[config.mk]
export PLATFORM = sky130hd
export DESIGN_NAME = dla_flit_packetizer_flat
export DESIGN_NICKNAME = d
export VERILOG_FILES = /design/src/rtl/dla_flit_packetizer_pkg.sv /design/src/rtl/dla_flit_packetizer_if.sv /design/src/rtl/dla_flit_packetizer_flit_head_encoder.sv /design/src/rtl/dla_flit_packetizer.sv /design/src/flat_wrapper.sv
export SDC_FILE = /design/constraint.sdc
export NUM_CORES = 1
export LEC_CHECK = 0
export BUFFER_PORTS_ARGS = -buffer_cell sky130_fd_sc_hd__buf_2
export CAP_MARGIN = 20
export CORE_MARGIN = 3
export CORE_UTILIZATION = 51
export CTS_CLUSTER_SIZE = 28
export DETAILED_ROUTE_END_ITERATION = 8
export HOLD_SLACK_MARGIN = 0.02
export PLACE_DENSITY = 0.95
export SETUP_SLACK_MARGIN = 0.02
export SYNTH_ARGS = -nofsm -noshare
export SYNTH_HDL_FRONTEND = slang
export SYNTH_SLANG_ARGS = --single-unit
[constraint.sdc]
create_clock -name clk -period 4.6 [get_ports clk]
set_input_delay 0.92 -clock clk [delete_from_list [all_inputs] [get_ports clk]]
set_output_delay 0.92 -clock clk [all_outputs]
set_load 0.005 [all_outputs]
[src/rtl/dla_flit_packetizer_pkg.sv]
// dla_flit_packetizer_pkg: shared flit format, destination address widths and packetizer state type
package dla_flit_packetizer_pkg;
    localparam int FLIT_DATA_SIZE   = 32;
    localparam int FLIT_LABEL_SIZE  = 2;
    localparam int FLIT_TOTAL_SIZE  = FLIT_DATA_SIZE + FLIT_LABEL_SIZE;
    localparam int DEST_ADDR_SIZE_X = 4;
    localparam int DEST_ADDR_SIZE_Y = 4;
    localparam int DEST_ADDR_SIZE_L = 2;
    localparam int HEAD_PL_SIZE     = DEST_ADDR_SIZE_X + DEST_ADDR_SIZE_Y + 2;
    typedef enum logic [FLIT_LABEL_SIZE-1:0] {
        HEAD     = 2'd0,
        BODY     = 2'd1,
        TAIL     = 2'd2,
        HEADTAIL = 2'd3
    } flit_label_t;
    typedef enum logic {
        IDLE    = 1'b0,
        PAYLOAD = 1'b1
    } pkt_state_t;
endpackage

[src/rtl/dla_flit_packetizer_if.sv]
// dla_flit_packetizer_if: request, grant, payload and read-buffer write bundle of the packetizer
interface dla_flit_packetizer_if import dla_flit_packetizer_pkg::*; #(
    parameter int LEN_W = 8
);
    logic                        req_vld;
    logic                        req_rdy;
    logic [DEST_ADDR_SIZE_X-1:0] req_dest_x;
    logic [DEST_ADDR_SIZE_Y-1:0] req_dest_y;
    logic [DEST_ADDR_SIZE_L-1:0] req_dest_l;
    logic [LEN_W-1:0]            req_len;
    logic                        pl_vld;
    logic                        pl_rdy;
    logic [FLIT_DATA_SIZE-1:0]   pl_data;
    logic                        grnt_req_vld;
    logic                        grnt_req_rdy;
    logic [DEST_ADDR_SIZE_X-1:0] grnt_dest_x;
    logic [DEST_ADDR_SIZE_Y-1:0] grnt_dest_y;
    logic [DEST_ADDR_SIZE_L-1:0] grnt_dest_l;
    logic [DEST_ADDR_SIZE_X-1:0] grnt_x;
    logic [DEST_ADDR_SIZE_Y-1:0] grnt_y;
    logic [1:0]                  grnt_dla;
    logic                        buf_full;
    logic                        buf_afull;
    logic                        buf_wen;
    logic [FLIT_TOTAL_SIZE-1:0]  buf_wdata;
    modport master (
        output req_vld, req_dest_x, req_dest_y, req_dest_l, req_len, pl_vld, pl_data,
               grnt_req_vld, grnt_dest_x, grnt_dest_y, grnt_dest_l, grnt_x, grnt_y, grnt_dla,
               buf_full, buf_afull,
        input  req_rdy, pl_rdy, grnt_req_rdy, buf_wen, buf_wdata
    );
    modport slave (
        input  req_vld, req_dest_x, req_dest_y, req_dest_l, req_len, pl_vld, pl_data,
               grnt_req_vld, grnt_dest_x, grnt_dest_y, grnt_dest_l, grnt_x, grnt_y, grnt_dla,
               buf_full, buf_afull,
        output req_rdy, pl_rdy, grnt_req_rdy, buf_wen, buf_wdata
    );
endinterface

[src/rtl/dla_flit_packetizer_flit_head_encoder.sv]
// flit_head_encoder: packs destination and head payload into a HEAD/HEADTAIL data word
module flit_head_encoder import dla_flit_packetizer_pkg::*; (
    input  logic [DEST_ADDR_SIZE_X-1:0] dest_x,
    input  logic [DEST_ADDR_SIZE_Y-1:0] dest_y,
    input  logic [DEST_ADDR_SIZE_L-1:0] dest_l,
    input  logic [HEAD_PL_SIZE-1:0]     head_pl,
    output logic [FLIT_DATA_SIZE-1:0]   data
);
    localparam int Y_LO  = DEST_ADDR_SIZE_L;
    localparam int X_LO  = Y_LO + DEST_ADDR_SIZE_Y;
    localparam int PL_LO = X_LO + DEST_ADDR_SIZE_X;
    // fields packed from bit 0 upward, unused upper bits left zero
    always_comb begin
        data = '0;
        data[0 +: DEST_ADDR_SIZE_L]     = dest_l;
        data[Y_LO +: DEST_ADDR_SIZE_Y]  = dest_y;
        data[X_LO +: DEST_ADDR_SIZE_X]  = dest_x;
        data[PL_LO +: HEAD_PL_SIZE]     = head_pl;
    end
endmodule

[src/rtl/dla_flit_packetizer.sv]
// dla_flit_packetizer: turns grant requests and data packets into flits for the router read buffer
module dla_flit_packetizer import dla_flit_packetizer_pkg::*; #(
    parameter int LEN_W = 8,
    parameter int CNT_W = 16
) (
    input  logic                 clk,
    input  logic                 rst,
    dla_flit_packetizer_if.slave bus,
    output logic [CNT_W-1:0]     pkt_cnt
);
    pkt_state_t                  state, state_nxt;
    logic [LEN_W-1:0]            remaining, remaining_nxt;
    logic                        slot_ok, grnt_hs, req_hs, pl_hs, last, wr;
    logic [DEST_ADDR_SIZE_X-1:0] dest_x;
    logic [DEST_ADDR_SIZE_Y-1:0] dest_y;
    logic [DEST_ADDR_SIZE_L-1:0] dest_l;
    logic [HEAD_PL_SIZE-1:0]     head_pl;
    logic [FLIT_DATA_SIZE-1:0]   head_data;
    flit_label_t                 label;
    logic [FLIT_TOTAL_SIZE-1:0]  flit;

    assign slot_ok = !bus.buf_full && !bus.buf_afull;

    flit_head_encoder u_enc (
        .dest_x  (dest_x),
        .dest_y  (dest_y),
        .dest_l  (dest_l),
        .head_pl (head_pl),
        .data    (head_data)
    );

    // packet state register
    always_ff @(posedge clk or posedge rst) begin
        if (rst) state <= IDLE;
        else     state <= state_nxt;
    end

    // readiness with grant priority, flit selection and next state
    always_comb begin
        bus.grnt_req_rdy = !rst && state == IDLE && slot_ok;
        bus.req_rdy      = bus.grnt_req_rdy && !bus.grnt_req_vld;
        bus.pl_rdy       = !rst && state == PAYLOAD && slot_ok;
        grnt_hs          = bus.grnt_req_vld && bus.grnt_req_rdy;
        req_hs           = bus.req_vld && bus.req_rdy;
        pl_hs            = bus.pl_vld && bus.pl_rdy;
        last             = remaining <= LEN_W'(1);
        wr               = grnt_hs || req_hs || pl_hs;
        dest_x           = grnt_hs ? bus.grnt_dest_x : bus.req_dest_x;
        dest_y           = grnt_hs ? bus.grnt_dest_y : bus.req_dest_y;
        dest_l           = grnt_hs ? bus.grnt_dest_l : bus.req_dest_l;
        head_pl          = grnt_hs ? {bus.grnt_x, bus.grnt_y, bus.grnt_dla} : '0;
        label            = grnt_hs ? HEADTAIL : req_hs ? HEAD : last ? TAIL : BODY;
        flit             = {label, pl_hs ? bus.pl_data : head_data};
        state_nxt        = req_hs ? PAYLOAD : (pl_hs && last) ? IDLE : state;
        remaining_nxt    = req_hs ? ((bus.req_len == '0) ? LEN_W'(1) : bus.req_len)
                         : pl_hs  ? remaining - LEN_W'(1) : remaining;
    end

    // payload countdown, registered buffer write port and completed-packet counter
    always_ff @(posedge clk or posedge rst) begin
        if (rst) begin
            remaining     <= '0;
            bus.buf_wen   <= 1'b0;
            bus.buf_wdata <= '0;
            pkt_cnt       <= '0;
        end else begin
            remaining   <= remaining_nxt;
            bus.buf_wen <= wr;
            if (wr) bus.buf_wdata <= flit;
            if (grnt_hs || (pl_hs && last)) pkt_cnt <= pkt_cnt + CNT_W'(1);
        end
    end
endmodule

[src/flat_wrapper.sv]
// flat-port wrapper written by rule: the top's interface ports become plain ports
module dla_flit_packetizer_flat import dla_flit_packetizer_pkg::*;
#(
    parameter int LEN_W = 8,
    parameter int CNT_W = 16
)
  (clk, rst, pkt_cnt, bus_req_vld, bus_req_dest_x, bus_req_dest_y, bus_req_dest_l, bus_req_len, bus_pl_vld, bus_pl_data, bus_grnt_req_vld, bus_grnt_dest_x, bus_grnt_dest_y, bus_grnt_dest_l, bus_grnt_x, bus_grnt_y, bus_grnt_dla, bus_buf_full, bus_buf_afull, bus_req_rdy, bus_pl_rdy, bus_grnt_req_rdy, bus_buf_wen, bus_buf_wdata);
  dla_flit_packetizer_if #(.LEN_W(LEN_W)) bus_i ();
  input  logic clk;
  input  logic rst;
  output logic [CNT_W-1:0] pkt_cnt;
  input wire logic [$bits(bus_i.req_vld)-1:0] bus_req_vld;
  input wire logic [$bits(bus_i.req_dest_x)-1:0] bus_req_dest_x;
  input wire logic [$bits(bus_i.req_dest_y)-1:0] bus_req_dest_y;
  input wire logic [$bits(bus_i.req_dest_l)-1:0] bus_req_dest_l;
  input wire logic [$bits(bus_i.req_len)-1:0] bus_req_len;
  input wire logic [$bits(bus_i.pl_vld)-1:0] bus_pl_vld;
  input wire logic [$bits(bus_i.pl_data)-1:0] bus_pl_data;
  input wire logic [$bits(bus_i.grnt_req_vld)-1:0] bus_grnt_req_vld;
  input wire logic [$bits(bus_i.grnt_dest_x)-1:0] bus_grnt_dest_x;
  input wire logic [$bits(bus_i.grnt_dest_y)-1:0] bus_grnt_dest_y;
  input wire logic [$bits(bus_i.grnt_dest_l)-1:0] bus_grnt_dest_l;
  input wire logic [$bits(bus_i.grnt_x)-1:0] bus_grnt_x;
  input wire logic [$bits(bus_i.grnt_y)-1:0] bus_grnt_y;
  input wire logic [$bits(bus_i.grnt_dla)-1:0] bus_grnt_dla;
  input wire logic [$bits(bus_i.buf_full)-1:0] bus_buf_full;
  input wire logic [$bits(bus_i.buf_afull)-1:0] bus_buf_afull;
  output wire logic [$bits(bus_i.req_rdy)-1:0] bus_req_rdy;
  output wire logic [$bits(bus_i.pl_rdy)-1:0] bus_pl_rdy;
  output wire logic [$bits(bus_i.grnt_req_rdy)-1:0] bus_grnt_req_rdy;
  output wire logic [$bits(bus_i.buf_wen)-1:0] bus_buf_wen;
  output wire logic [$bits(bus_i.buf_wdata)-1:0] bus_buf_wdata;
  assign bus_i.req_vld = bus_req_vld;
  assign bus_i.req_dest_x = bus_req_dest_x;
  assign bus_i.req_dest_y = bus_req_dest_y;
  assign bus_i.req_dest_l = bus_req_dest_l;
  assign bus_i.req_len = bus_req_len;
  assign bus_i.pl_vld = bus_pl_vld;
  assign bus_i.pl_data = bus_pl_data;
  assign bus_i.grnt_req_vld = bus_grnt_req_vld;
  assign bus_i.grnt_dest_x = bus_grnt_dest_x;
  assign bus_i.grnt_dest_y = bus_grnt_dest_y;
  assign bus_i.grnt_dest_l = bus_grnt_dest_l;
  assign bus_i.grnt_x = bus_grnt_x;
  assign bus_i.grnt_y = bus_grnt_y;
  assign bus_i.grnt_dla = bus_grnt_dla;
  assign bus_i.buf_full = bus_buf_full;
  assign bus_i.buf_afull = bus_buf_afull;
  assign bus_req_rdy = bus_i.req_rdy;
  assign bus_pl_rdy = bus_i.pl_rdy;
  assign bus_grnt_req_rdy = bus_i.grnt_req_rdy;
  assign bus_buf_wen = bus_i.buf_wen;
  assign bus_buf_wdata = bus_i.buf_wdata;
  dla_flit_packetizer #(.LEN_W(LEN_W), .CNT_W(CNT_W)) u_core (.clk(clk), .rst(rst), .bus(bus_i), .pkt_cnt(pkt_cnt));
endmodule
### Yosys cells after proc, flatten, opt, wreduce, memory -nomap -nowiden

Cells that the tools add are included.
W data, S select, Z words.

| operators by class | value |
|---|---|
| add/sub/neg operators | 2 |
| magnitude comparators | 1 |
| muxes and demuxes | 13 |
| bitwise logic cells | 1 |
| reduce and logical (&&, ||, !) cells | 20 |

Operator list:

| cell | number |
|---|---|
| $mux W32 | 1 |
| $mux W8 | 3 |
| $add A16 B1 Y16 const B | 1 |
| $logic_and A1 B1 Y1 | 10 |
| $mux W10 | 1 |
| $le A8 B1 Y1 const B | 1 |
| $logic_not A8 Y1 | 1 |
| $mux W2 | 4 |
| $mux W4 | 2 |
| $sub A8 B1 Y8 const B | 1 |
| $logic_not A1 Y1 | 4 |
| $reduce_bool A2 Y1 | 2 |
| $logic_or A1 B1 Y1 | 3 |
| $mux W1 | 2 |
| $not A1 Y1 | 1 |

| word-level totals | value |
|---|---|
| register bits after elaboration | 60 |
| input bits | 77 |
| output and inout port bits | 54 |
| word-level logic and storage cells | 42 |

### Logic depth before layout (Yosys ltp)

Gate-level depths: netlist of the first run.

| logic depth | value |
|---|---|
| depth in word-level cells | 7 |
| depth in mapped cells | 8 |
| mapped depth without buffers | 7 |

### Modules after synthesis

Synthesis of the first run repeated with hierarchy kept, for this count alone.

| unflattened totals | value |
|---|---|
| cells, all modules | 360 |
| area total of the unflattened synthesis | 3,357.0 um^2 |

By module, submodules not included:

| module | instances | cells each | area each (um^2) |
|---|---|---|---|
| dla_flit_packetizer | 1 | 327 | 3,113.0 |
| flit_head_encoder | 1 | 33 | 244.0 |

### Worst setup path before layout of the first run

Ideal clock, no wire load.

| path | value |
|---|---|
| path kind | input to output |
| start | in rst |
| end | out bus_grnt_req_rdy |
| arrival | 1,995 ps |
| setup slack | 1,685 ps |
| stages | 4 |
| path buffers | 2 |
| path through | or4_1 > clkbuf_1 > inv_1 > clkbuf_1 |

| on the way | value |
|---|---|
| longest elaborated chain between the ends | 3 |

Ends and longest elaborated chain:

| item | line | RTL |
|---|---|---|
| start, declared | flat_wrapper.sv:10 | `input logic rst;` |
| $logic_not A1 Y1 (no line) | - |  |
| $logic_and A1 B1 Y1 (2 in series) | dla_flit_packetizer.sv:40 | `bus.grnt_req_rdy = !rst && state == IDLE && slot_ok;` |
| end, declared | flat_wrapper.sv:30 | `output wire logic [$bits(bus_i.grnt_req_rdy)-1:0] bus_grnt_req_rdy;` |

No other way between the ends.

### Worst setup path in the final report of the first run

| path | value |
|---|---|
| start | in rst |
| end | reg u_core.pkt_cnt[1] |

| on the way | value |
|---|---|
| longest elaborated chain between the ends | 6 |
| elaborated cells on any way between the ends | 9 |
| classes of those cells | reduce/logical: 9 |

Ends and longest elaborated chain:

| item | line | RTL |
|---|---|---|
| $logic_not A1 Y1 (no line) (*) | - |  |
| $logic_and A1 B1 Y1 (2 in series) | dla_flit_packetizer.sv:42 | `bus.pl_rdy = !rst && state == PAYLOAD && slot_ok;` |
| $logic_and A1 B1 Y1 | dla_flit_packetizer.sv:45 | `pl_hs = bus.pl_vld && bus.pl_rdy;` |
| $logic_and A1 B1 Y1 | dla_flit_packetizer.sv:70 | `if (grnt_hs \|\| (pl_hs && last)) pkt_cnt <= pkt_cnt + CNT_W'(1);` |
| $logic_or A1 B1 Y1 (*) | dla_flit_packetizer.sv:70 |  |
| end signal, assigned | dla_flit_packetizer.sv:70 |  |
| end, declared | dla_flit_packetizer.sv:9 | `output logic [CNT_W-1:0] pkt_cnt` |

Every way passes the cells marked *; elsewhere a longest branch is shown, timed or not.
A chain may end at the register's enable or synchronous reset.

==> reports/summary.txt, run 1 <==
Die boundary width - 81.23 um
Post-cts repair resize count - 0
Cell at the root of the clock tree - clkbuf_8
Post-synthesis instance total - 292
Cell family with the largest share of critical-path delay - simple AND/OR/NAND/NOR gates
RSZ-0062 raised after global routing - no
Die boundary height - 81.23 um
Buf/Inv on CP - 3
Net count after synthesis - 372
Total vias in the final route - 2784
Number of top-level design ports - 131
Transition time at the pin with the least slew margin - 0.8363 ns
Crit path capture type - register
Residual overflow from global routing - 0
Crit Path Category - primary input to register
Starting DRC count in detailed routing - 150
Count of placed standard cells including taps - 476
Run status - finished clean
Clock sink count - 60
Total number of H-tree levels - 3
TritonCTS clock tree - yes
Area added between synthesis and finish - 32.90%
Share of synthesized area occupied by flip-flops and latches - 52.02%
Area leader, netlist - dfrtp_1
Routed length per placed instance - 16.19 um
Vias in the first global route - 2741
Achievable Freq - 0.3111 GHz
Library cell contributing the largest single delay on the critical path - or4_1
Global-route wire length before repair - 12610 um
Static leakage - 1.954 nW
Delay of the slowest cell on the worst path - 0.69 ns
Number of maximum-capacitance violations - 0
Post-Layout Cell Count - 492
Fin nets - 497
HPWL after DPL - 5692 um
Detailed-route vias per instance - 5.659
Synth warnings - 0
Clock insertion delay at the later pin of the skew report - 0.33 ns
Count of cell types in the netlist - 36
Power density over cell area - 519.1 nW/um2
Flops & latches, synth - 60
Number of antenna-violating nets in the routed design - 0
DIE AREA - 6598 um2
Share of Yosys cell area claimed by the top area cell type - 52.02%
Antenna violations before repair - 0
Peak VDD IR - 0.0003236 V
Drc violations - 0
Rows - 26
Routability congestion estimate from global placement - 0.8677
Tightest Hold Check Type - register to register
Clock-pin slew on the worst setup and hold paths - 0.07 ns
Data arrival at the endpoint of the critical path - 3.42 ns
Worst max-slew margin expressed relative to the limit - 44.11%
Category of the worst setup path launch point - primary input
Starting utilization of the core area - 54.44%
Ratio of cells with drive above 1 in the final layout - 36.49%
CP Max Fanout - 17
DR pass1 iterations - 4
EDFF count, synth - 0
Netlist area before placement - 2887 um2
Antenna cell count - 0
Number of hold-repair buffers added at the cts stage - 0
Count of input and output buffers - 130
Number of buffers on the longest clock path - 2
Total negative slack - 0 ns
Setup-failing EPs final - 0
Final worst path period need - 3.215 ns
Synth Flop Type - dfrtp_1
Overall fraction of global-route tracks in use - 25.43%
Clk_skew - 0.008449 ns
Core region area - 5303 um2
Data required time at the worst endpoint - 4.81 ns
Syn Area/Cell - 9.885 um2
Async set-or-reset flop fraction in the synthesized netlist - 100.0%
Final hold vios - 0
Number of clock buffers inserted by TritonCTS - 9
Overall routed net length - 7967 um
Ordered list of cells on the worst path - buf_2 > or4_1 > inv_1 > buf_4 > and2_1 > o21bai_4 > mux2_2
Total setup buffers inserted after CTS - 0
Period utilization - 69.88%
Number of slew-limit violations in the final report - 0
Top post-synthesis cells by area - dfrtp_1 (52%), nor2_1 (6.8%), xnor2_1 (4.9%)
Pin count of the biggest net entering global routing - 51
==> registers in the layout, indices dropped and copies added, names as in the netlist <==
| signal | flops |
|---|---|
| u_core.pkt_cnt | 16 |
| u_core.bus.buf_wen | 1 |
| u_core.state | 1 |
| u_core.bus.buf_wdata | 34 |
| u_core.remaining | 8 |
==> kinds of logic after synthesis <==
family | synth area share, %
simple gates | 19.46
compound gates | 17.99
flops | 52.02
buf+inv | 3.684
xor+xnor | 5.158
fa+ha+maj | 1.301
mux | 0.3901
==> Yosys cell counts, drive strengths merged, types with 2 or more instances <==
cell and instances:
nand3 9, ha 3, a221oi 12, clkbuf 18
and3 5, inv 6, and2 6, nor3 2
buf 2, a22o 14, dfrtp 60, o311ai 2
nand3b 8, nor2 52, nand2 17, nor4 3
xnor2 16, nand4 6, o21ai 14, a21oi 13
and4 2, o221ai 8, o21bai 2, or4 3
==> cells in the final DEF (no fill, tap or decap), types with 2 or more instances in the layout <==
cell type,instances
and3_1,5
and4_1,2
a21oi_1,13
nand3b_1,8
clkbuf_1,2
a22o_1,14
and2_1,6
clkbuf_8,10
nand2_1,17
buf_4,4
o221ai_1,8
o311ai_0,2
buf_2,130
nor3_1,2
ha_1,3
nand4_1,6
nor4_1,3
o21ai_0,14
inv_1,5
nand3_1,9
bufinv_16,4
dfrtp_1,60
nor2_1,52
xnor2_1,16
a221oi_1,12
or4_4,2
==> stage by stage <==
| step | total power (W) | setup WS (ns) | cell area [um2] | util (%) | hold slack [ns] |
|---|---|---|---|---|---|
| 5_1_grt | 0.002112 | 1.242 | 3836 | 72.35 | 0.4982 |
| 3_3_place_gp | 0.001330 | 1.151 | 3571 | 67.34 | 0.4569 |
| 4_1_cts | 0.001999 | 1.424 | 3836 | 72.35 | 0.4772 |
| 6_report | 0.001991 | 1.385 | 3836 | 72.35 | 0.4727 |
| 3_5_place_dp | 0.001356 | 1.062 | 3571 | 67.34 | 0.4613 |
| 2_1_floorplan | 0.001107 | 1.685 | 2887 | - | 0.4683 |
==> metal layers <==
metal / up-vias / wire length, um / GRT usage (%)
li1: 1302 / - / -
met1: 1355 / 3047 / 29.38
met2: 110 / 4265 / 44.58
met3: 17 / 490 / 6.430
met4: 0 / 163 / 10.81
met5: - / 0 / 0
==> worst reg2reg max path: stages, from the launching register on <==
cell      delay [ns]
dfrtp_1         0.40
or4_1           0.71
inv_1           0.30
buf_4           0.24
and2_1          0.43
o21bai_4        0.34
mux2_2          0.40
==> area by class of cell <==
class | count | area [um2]
clock inverters | 4 | 120.1
inverters | 6 | 22.52
fillers | 397 | 1466
well taps | 70 | 87.58
multi-input cells | 206 | 1279
clock buffers | 12 | 145.1
repair buffers | 134 | 680.7
flip-flops and latches | 60 | 1501
==> report_power, final <==
part | total [W] | internal (W) | switching, W | leakage, nW
clock network | 0.000633 | 0.000430 | 0.000202 | 0.131
logic | 0.000537 | 0.000274 | 0.000263 | 1.05
registers | 0.000821 | 0.000694 | 0.000127 | 0.772
total | 0.00199 | 0.00140 | 0.000592 | 1.95
==> path summary, 6_finish.rpt <==
kind / from / endpoint / slack [ns] / depth (start not counted)
max in group asynchronous: rst / u_core.bus.buf_wdata[15]$_DFFE_PP0P_ / 3.19 / 3
hold reg to reg: u_core.pkt_cnt[15]$_DFFE_PP0P_ / u_core.pkt_cnt[15]$_DFFE_PP0P_ / 0.47 / 1
setup / recovery: rst / u_core.pkt_cnt[1]$_DFFE_PP0P_ / 1.39 / 7
setup reg to reg: u_core.state$_DFFE_PP0P_ / u_core.pkt_cnt[1]$_DFFE_PP0P_ / 1.67 / 6
hold / removal: u_core.pkt_cnt[15]$_DFFE_PP0P_ / u_core.pkt_cnt[15]$_DFFE_PP0P_ / 0.47 / 1
min in group asynchronous: rst / u_core.remaining[4]$_DFFE_PP0P_ / 0.51 / 2
No activity file was read; power rests on OpenSTA's default activity.
==> run 2: changes to the inputs <==
Settings changed: CORE_UTILIZATION 51 to 47, PLACE_DENSITY 0.95 to 0.91.
Clock period 4.6 ns to 3.1 ns, I/O delays scaled along.
==> run 2 against run 1 <==
  * Final area shrank 0.23%
  * Non-clock buffer count rose by 5
  * Worst setup slack worse by 0.72 ns
  * Sequential share of layout area increased by 0.090 points
  * Hold slack lost 0.24 ns
  * Sequential power is 49% higher
  * Utilization shrank 5.3 points
  * Sequential cell count unchanged
  * Via count is 1.1% higher
  * Largest cell class unchanged
  * Highest routed layer unchanged
==> reports/summary.txt, run 2 (synthesis gave the netlist of run 1 again) <==
Util after Layout - 67.04% (was 72.35%)
Period utilization - 78.44%
Post-route cell area - 3827 um2 (was 3836 um2)
Number of buffers on the longest clock path - 2 (unchanged)
Antenna violations before repair - 0 (unchanged)
Antenna cell count - 0 (unchanged)
CP Max Fanout - 19 (was 17)
Crit path capture type - output pin (was register)
Data required time at the worst endpoint - 2.48 ns (was 4.81 ns)
DIE AREA - 7117 um2 (was 6598 um2)
Most common cell after layout, fill and taps aside - buf_2 (unchanged)
Area added between synthesis and finish - 32.60% (was 32.90%)
Vias in the first global route - 2842 (was 2741)
HPWL after DPL - 5960 um (was 5692 um)
Number of maximum-capacitance violations - 0 (unchanged)
Layer with the highest usage - met2 (unchanged)
Placed standard-cell area - 3611 um2 (was 3571 um2)
Number of clock buffers inserted by TritonCTS - 9 (unchanged)
Clk_skew - 0.004887 ns (was 0.008449 ns)
Worst max-slew margin expressed relative to the limit - 67.96% (was 44.11%)
Final worst path period need - 2.432 ns
Total vias in the final route - 2815 (was 2784)
Overall routed net length - 8162 um (was 7967 um)
Setup-failing EPs final - 0 (unchanged)
Rows - 27 (was 26)
Number of slew-limit violations in the final report - 0 (unchanged)
Pin count of the biggest net entering global routing - 31 (was 51)
Starting utilization of the core area - 50.56% (was 54.44%)
Logic depth of the worst register-to-register path - 4 (was 6)
Die boundary width - 84.37 um (was 81.23 um)
Clock insertion delay at the later pin of the skew report - 0.33 ns (about the same)
Drc violations - 0 (unchanged)
Number of top-level design ports - 131 (unchanged)
Clk network pwr share - 27.6% (was 31.8%)
Static leakage - 1.961 nW (was 1.954 nW)
Ratio of cells with drive above 1 in the final layout - 37.47% (was 36.49%)
Peak VDD IR - 0.0003958 V (was 0.0003236 V)
Count of placed standard cells including taps - 483 (was 476)
Worst-case register-to-register setup slack - 0.71 ns (was 1.67 ns)
Cell-internal power - 0.001913 W (was 0.001399 W)
Tightest Hold Check Type - primary input to async pin (was register to register)
Psw - 0.0008876 W (was 0.0005925 W)
DR pass1 iterations - 4 (unchanged)
Cell at the root of the clock tree - clkbuf_8 (unchanged)
Total number of H-tree levels - 3 (unchanged)
Worst flop-to-flop path endpoint - u_core.pkt_cnt[1]$_DFFE_PP0P_ (unchanged)
Number of hold-repair buffers added at the cts stage - 0 (unchanged)
Crit Path Category - primary input to output pin (was primary input to register)
Achievable Freq - 0.4112 GHz
Power share of the sequential group - 43.6% (was 41.2%)
Area of all sequential standard cells - 1501 um2 (unchanged)
Routed length per placed instance - 16.36 um (was 16.19 um)
TritonCTS clock tree - yes (unchanged)
Count of input and output buffers - 130 (unchanged)
Number of antenna-violating nets in the routed design - 0 (unchanged)
Global-route met3 utilization - 3.925% (was 6.430%)
Fin nets - 502 (was 497)
Met2 Resource Use GR - 41.61% (was 44.58%)
Multi-input logic area - 1279 um2 (unchanged)
Power density over cell area - 731.6 nW/um2 (was 519.1 nW/um2)
Transition time at the pin with the least slew margin - 0.4806 ns (was 0.8363 ns)
Detailed-route vias per instance - 5.641 (was 5.659)
Register name with the most flops - u_core.bus.buf_wdata (unchanged)
Fill cell instance count of the final layout - 447 (was 397)
Total setup buffers inserted after CTS - 0 (unchanged)
Final hold vios - 0 (unchanged)
Post-Layout Cell Count - 499 (was 492)
Residual overflow from global routing - 0 (unchanged)
Run status - finished clean (unchanged)
Die boundary height - 84.37 um (was 81.23 um)
Core region area - 5709 um2 (was 5303 um2)
Category of the worst setup path launch point - primary input (unchanged)
Clock-pin slew on the worst setup and hold paths - 0.07 ns (about the same)
Switching power share of the total - 31.70% (was 29.75%)
Global-route wire length before repair - 13660 um (was 12610 um)
Starting DRC count in detailed routing - 230 (was 150)
RSZ-0062 raised after global routing - no (unchanged)
Post-cts repair resize count - 0 (unchanged)
Total negative slack - 0 ns (unchanged)
Top flop regs - u_core.bus.buf_wdata x34, u_core.pkt_cnt x16, u_core.remaining x8 (unchanged)
Part of the total power dissipated in combinational logic - 28.9% (was 27.0%)
Overall fraction of global-route tracks in use - 23.86% (was 25.43%)
Worst reg2reg startpoint - u_core.remaining[2]$_DFFE_PP0P_ (was u_core.state$_DFFE_PP0P_)
Clock sink count - 60 (unchanged)
Data arrival at the endpoint of the critical path - 1.81 ns (was 3.42 ns)
Most frequent cells in the layout - buf_2 (130), dfrtp_1 (60), nor2_1 (52) (unchanged)
Flip-flop count of the largest register, all copies and words added - 34 (unchanged)
Routability congestion estimate from global placement - 0.8661 (was 0.8677)
GR Layer Usage met1 - 28.64% (was 29.38%)
## run 2: per-stage QoR
step	hold slack [ns]	power, W	setup WS (ns)
2_1_floorplan	0.4683	0.001643	0.7847
3_3_place_gp	0.4556	0.001973	0.7227
3_5_place_dp	0.4737	0.002029	0.6740
4_1_cts	0.2292	0.002814	0.6642
5_1_grt	0.2396	0.002981	0.5556
6_report	0.2323	0.002800	0.6682
## run 2: how the worst max path moves through the flow
stage	slack [ns]	end	from	cells past startpoint
6_report	0.67	bus_grnt_req_rdy	rst	5
5_1_grt	0.56	bus_grnt_req_rdy	u_core.state$_DFFE_PP0P_	4
4_1_cts	0.66	bus_grnt_req_rdy	u_core.state$_DFFE_PP0P_	4
3_5_place_dp	0.67	bus_grnt_req_rdy	rst	5
3_3_place_gp	0.72	bus_grnt_req_rdy	rst	5
2_1_floorplan	0.78	bus_grnt_req_rdy	rst	4
## run 2: final cells by class
| type | instances | area share, % |
|---|---|---|
| Timing Repair Buffer | 139 | 18.76 |
| Inverter | 6 | 0.5884 |
| Clock inverter | 5 | 1.961 |
| Multi-Input combinational cell | 206 | 33.41 |
| Tap cell | 72 | 2.354 |
| Sequential cell | 60 | 39.23 |
| Clock buffer | 11 | 3.694 |
## run 2: critical path, stage by stage
cell	delay, ns
buf_2	0.12
or4_1	0.52
inv_1	0.15
buf_4	0.25
buf_2	0.15
## run 2: power groups by stage
stage | sequential [W] | combinational (W) | clock (W)
final | 0.00122 | 0.000809 | 0.000772
after global routing | 0.00125 | 0.000900 | 0.000834
after CTS | 0.00121 | 0.000814 | 0.000786
after detailed placement | 0.00122 | 0.000810 | 0
after global placement | 0.00121 | 0.000767 | 0
after floorplan | 0.00121 | 0.000433 | 0
## run 2: layer usage
layer / vias to the layer above / wire [um]
li1: 1307 / -
met4: 0 / 216
met2: 141 / 4209
met5: - / 0
met1: 1344 / 3171
met3: 23 / 563
